[src/rtl/fetch_pkg.sv]
// fetch_pkg: shared fetch constants and the queue entry type.
package fetch_pkg;
  localparam int XLEN = 32;
  localparam logic [XLEN-1:0] RESET_VECTOR = 32'hBFC00000;
  localparam logic [XLEN-1:0] NOP_INSTR = 32'h00000013;
  typedef struct packed {
    logic [XLEN-1:0] instr;
    logic [XLEN-1:0] pc;
  } fetch_entry_t;
endpackage

[src/rtl/fetch_queue_if.sv]
// fetch_queue_if: fetch-side and decode-side handshake of the fetch queue.
interface fetch_queue_if #(parameter int DATA_WIDTH = 32, parameter int DEPTH = 4);
  logic in_valid;
  logic [DATA_WIDTH-1:0] in_instr;
  logic [DATA_WIDTH-1:0] in_pc;
  logic in_ready;
  logic flush;
  logic out_valid;
  logic [DATA_WIDTH-1:0] out_instr;
  logic [DATA_WIDTH-1:0] out_pc;
  logic [DATA_WIDTH-1:0] out_pc_plus4;
  logic out_ready;
  logic [$clog2(DEPTH+1)-1:0] count;
  modport master (
    output in_valid, in_instr, in_pc, flush, out_ready,
    input in_ready, out_valid, out_instr, out_pc, out_pc_plus4, count
  );
  modport slave (
    input in_valid, in_instr, in_pc, flush, out_ready,
    output in_ready, out_valid, out_instr, out_pc, out_pc_plus4, count
  );
endinterface

[src/rtl/fetch_queue.sv]
// fetch_queue: circular instruction buffer between fetch and decode with flush on redirect.
// Define FETCH_QUEUE_BYPASS_EN to pass input straight to output when the queue is empty.
module fetch_queue
  import fetch_pkg::*;
#(
  parameter int DATA_WIDTH = 32,
  parameter int DEPTH = 4
) (
  input logic clk,
  input logic rst,
  fetch_queue_if.slave q
);
  localparam int AW = $clog2(DEPTH);
  localparam int CW = $clog2(DEPTH + 1);
  fetch_entry_t mem [DEPTH];
  logic [AW-1:0] wr_ptr, rd_ptr;
  logic [CW-1:0] count_q;
  logic full, empty, push, pop, byp;
  logic [DATA_WIDTH-1:0] pc;
  assign full = count_q == CW'(DEPTH);
  assign empty = count_q == '0;
`ifdef FETCH_QUEUE_BYPASS_EN
  assign byp = empty & q.in_valid & q.out_ready & ~q.flush;
`else
  assign byp = 1'b0;
`endif
  assign push = q.in_valid & ~full & ~q.flush & ~byp;
  assign pop = ~empty & q.out_ready & ~q.flush;
  assign pc = byp ? q.in_pc : empty ? DATA_WIDTH'(RESET_VECTOR) : DATA_WIDTH'(mem[rd_ptr].pc);
  assign q.in_ready = ~full;
  assign q.out_valid = ~empty | byp;
  assign q.out_instr = byp ? q.in_instr : empty ? DATA_WIDTH'(NOP_INSTR) : DATA_WIDTH'(mem[rd_ptr].instr);
  assign q.out_pc = pc;
  assign q.out_pc_plus4 = pc + DATA_WIDTH'(4);
  assign q.count = count_q;
  always_ff @(posedge clk) begin
    if (!rst || q.flush) begin
      wr_ptr <= '0;
      rd_ptr <= '0;
      count_q <= '0;
    end else begin
      if (push) begin
        mem[wr_ptr] <= '{instr: XLEN'(q.in_instr), pc: XLEN'(q.in_pc)};
        wr_ptr <= wr_ptr + 1'b1;
      end
      if (pop) rd_ptr <= rd_ptr + 1'b1;
      count_q <= count_q + CW'(push) - CW'(pop);
    end
  end
endmodule

[src/flat_wrapper.sv]
// flat-port wrapper written by rule: the top's interface ports become plain ports
module fetch_queue_flat import fetch_pkg::*;
#(
  parameter int DATA_WIDTH = 32,
  parameter int DEPTH = 4
)
  (clk, rst, q_in_valid, q_in_instr, q_in_pc, q_flush, q_out_ready, q_in_ready, q_out_valid, q_out_instr, q_out_pc, q_out_pc_plus4, q_count);
  fetch_queue_if #(.DATA_WIDTH(DATA_WIDTH), .DEPTH(DEPTH)) q_i ();
  input logic clk;
  input logic rst;
  input wire logic [$bits(q_i.in_valid)-1:0] q_in_valid;
  input wire logic [$bits(q_i.in_instr)-1:0] q_in_instr;
  input wire logic [$bits(q_i.in_pc)-1:0] q_in_pc;
  input wire logic [$bits(q_i.flush)-1:0] q_flush;
  input wire logic [$bits(q_i.out_ready)-1:0] q_out_ready;
  output wire logic [$bits(q_i.in_ready)-1:0] q_in_ready;
  output wire logic [$bits(q_i.out_valid)-1:0] q_out_valid;
  output wire logic [$bits(q_i.out_instr)-1:0] q_out_instr;
  output wire logic [$bits(q_i.out_pc)-1:0] q_out_pc;
  output wire logic [$bits(q_i.out_pc_plus4)-1:0] q_out_pc_plus4;
  output wire logic [$bits(q_i.count)-1:0] q_count;
  assign q_i.in_valid = q_in_valid;
  assign q_i.in_instr = q_in_instr;
  assign q_i.in_pc = q_in_pc;
  assign q_i.flush = q_flush;
  assign q_i.out_ready = q_out_ready;
  assign q_in_ready = q_i.in_ready;
  assign q_out_valid = q_i.out_valid;
  assign q_out_instr = q_i.out_instr;
  assign q_out_pc = q_i.out_pc;
  assign q_out_pc_plus4 = q_i.out_pc_plus4;
  assign q_count = q_i.count;
  fetch_queue #(.DATA_WIDTH(DATA_WIDTH), .DEPTH(DEPTH)) u_core (.clk(clk), .rst(rst), .q(q_i));
endmodule
[config.mk]
export PLATFORM = sky130hd
export DESIGN_NAME = fetch_queue_flat
export DESIGN_NICKNAME = d
export VERILOG_FILES = /design/src/rtl/fetch_pkg.sv /design/src/rtl/fetch_queue_if.sv /design/src/rtl/fetch_queue.sv /design/src/flat_wrapper.sv
export SDC_FILE = /design/constraint.sdc
export NUM_CORES = 1
export LEC_CHECK = 0
export BUFFER_PORTS_ARGS = -buffer_cell sky130_fd_sc_hd__buf_2
export CAP_MARGIN = 25
export CORE_MARGIN = 5
export CORE_UTILIZATION = 63
export CTS_BUF_LIST = sky130_fd_sc_hd__clkbuf_4 sky130_fd_sc_hd__clkbuf_8
export DETAILED_ROUTE_END_ITERATION = 16
export GPL_ROUTABILITY_DRIVEN = 0
export PLACE_DENSITY_LB_ADDON = 0.05
export SYNTH_ARGS = -nofsm -noshare
export SYNTH_HDL_FRONTEND = slang
export SYNTH_SLANG_ARGS = --single-unit
[constraint.sdc]
create_clock -name clk -period 7 [get_ports clk]
set_input_delay 0.7 -clock clk [delete_from_list [all_inputs] [get_ports clk]]
set_output_delay 0.7 -clock clk [all_outputs]
set_load 0.005 [all_outputs]
==> run metrics <==
Max-cap violations 0; status finished, final reports clean; syn_nets 687; hold-fix buffers at CTS 0; Setup Fix Bufs, Post-CTS 0; worst-path fanout max 44; gr usage total 0.215; port bufs 169; worst r2r path cells 10; commonest non-fill, non-tap cells in the layout edfxtp_1, buf_2, mux4_2, and2_1, clkbuf_8; Leak 4.53 nW; Worst-path clk slew 0.06 ns; Top-Level Pins 170; Layout Skew 0.0155 ns; initial antenna violation count 3; final hold vios 0; pin count of the biggest net entering global routing 72; Final nets 873; Synth Flop Type edfxtp_1; Worst Setup EP q_out_pc_plus4[31]; FILL cells 1070; VDD IR max 0.198 mV; htree depth 2; total gr overflow 0; die area 20300 um^2; row count 48; endpoints failing setup 0; Initial DRT Pass Iterations 5; n_diodes 0; HPWL Detailed 13600 um; total power 0.00315 W; Clock Path Buffers 3; cell count after synthesis 610; Async SR Flop Fraction 0; fin crit period 5.04 ns; CORE AREA 17200 um^2; WL/cell 20.7 um; yosys warns 0; worst reg2reg path endpoint u_core.q.count[2]; Vias/cell 5.78; met1 Use GR 0.284; vias in the first global route 6408; met3 Use GR 0.0618; Die Y 142 um; met2 GRT Util 0.355; Mean Syn Cell Area 18.1 um^2; Worst slew margin 0.291; Sink Count 265; Vias 6101; Post-DRT Antenna Nets 0; WP data arrival 4.34 ns; measured slew at the worst slew-check pin 1.06 ns; RSZ-0062 raised after global routing no; CTS root buffer clkbuf_8; flop2flop setup slack 4.42 ns; CP endpoint kind output pin; EDFF count, synth 256; first-pass GRT wire length 33600 um; CP required 6.30 ns; Seq cells post-synth 265; power per standard cell area 245 nW/um^2; Initial Util 0.640; first-iteration detailed-routing DRC count 377; die width 142 um; DRC Markers 0; clk_lat worst skew 0.53 ns; CTS tree yes; layout cells sized above 1 0.389; Synth cell types 44; Synth Cell Area 11000 um^2; TritonCTS buffer count 42; commonest non-fill, non-tap cell in the layout edfxtp_1; worst r2r src u_core.q.count[2]; Routed WL 21800 um; sequential fraction of the synthesis area 0.713; nature of the critical path startpoint flip-flop; fmax 198 MHz; post-CTS resize count 0; final cycle utilization of the critical path 0.720; Most Crowded Layer GR met2; CP Class reg2out; Hold Path Class in2reg; Final Slew Violations 0; Final TNS setup 0 ns; Layout area overhead 16.4%
==> state kept, by name, indices dropped and copies added (netlist names), named ones only <==
| name | cells |
|---|---|
| u_core.q.count | 3 |
| u_core.rd_ptr | 2 |
| u_core.mem | 256 |
| u_core.wr_ptr | 2 |
==> Yosys cell counts, types with 9 or more instances <==
| cell type | instances | area share |
|---|---|---|
| and2_1 | 50 | 0.028 |
| buf_2 | 11 | 0.0050 |
| clkbuf_1 | 11 | 0.0037 |
| dfxtp_1 | 9 | 0.016 |
| edfxtp_1 | 256 | 0.70 |
| inv_1 | 16 | 0.0054 |
| mux4_2 | 63 | 0.13 |
| nand2_1 | 32 | 0.011 |
| nand3_1 | 20 | 0.0091 |
| nor2_1 | 18 | 0.0061 |
| or2_2 | 9 | 0.0051 |
| xnor2_1 | 17 | 0.013 |
| xor2_1 | 14 | 0.011 |
==> area by class of cell <==
| cell class | instances | area [um^2] | area share |
|---|---|---|---|
| sequential | 265 | 7880 | 0.614 |
| multi-input combinational | 298 | 2950 | 0.230 |
| timing repair buffer | 173 | 876 | 0.0682 |
| clock buffer | 51 | 646 | 0.0503 |
| tap | 225 | 282 | 0.0219 |
| clock inverter | 27 | 151 | 0.0118 |
| inverter | 16 | 60.1 | 0.00468 |
==> routing by layer <==
layer	routed length, um	share of wire
met2	10800	0.50
met5	37	0.0017
met4	362	0.017
met1	8770	0.40
met3	1800	0.083
==> cells by family after synthesis <==
family,share of synthesized area
adder cells (fa/ha/maj),0.00975
buffers and inverters,0.0210
XOR/XNOR,0.0246
flip-flops,0.713
multiplexers,0.136
AND/OR/NAND/NOR,0.0822
AO/OA/AOI/OAI,0.0129
==> through the flow <==
stage          cells   util  hold slack (ns)  cell area (um^2)  setup slack (ns)
2_1_floorplan    610      -            0.469             11000              3.58
3_3_place_gp     977  0.698            0.479             12000              2.50
3_5_place_dp     977  0.698            0.502             12000              2.45
4_1_cts         1055  0.745            0.341             12800              1.87
5_1_grt         1055  0.745            0.343             12800              1.62
6_report        1055  0.745            0.377             12800              1.96
==> report_power, final <==
part / switching, W / internal [W]
Clock: 0.000571 / 0.000652
Combinational: 0.0000891 / 0.0000693
Sequential: 0.00000720 / 0.00176
Total: 0.000667 / 0.00248
==> worst min-delay path by stage <==
stage / slack (ns) / endpoint / start / cells after the start
finish: 0.38 / u_core.mem[2][8] / q_in_pc[8] / 1
global route: 0.34 / u_core.mem[2][47] / q_in_instr[15] / 1
CTS: 0.34 / u_core.mem[2][47] / q_in_instr[15] / 1
detailed placement: 0.50 / u_core.wr_ptr[1] / u_core.wr_ptr[1] / 2
global placement: 0.48 / u_core.wr_ptr[1] / u_core.wr_ptr[1] / 2
floorplan: 0.47 / u_core.wr_ptr[1] / u_core.wr_ptr[1] / 2
==> worst max-delay path, stage by stage, from the launching register on <==
cell,delay (ns)
dfxtp_4,0.86
buf_4,0.64
mux4_2,0.57
or4_1,0.65
nor4_4,0.48
nand4_1,0.22
xnor2_1,0.18
buf_2,0.14
Power figures use the tool's default switching activity.
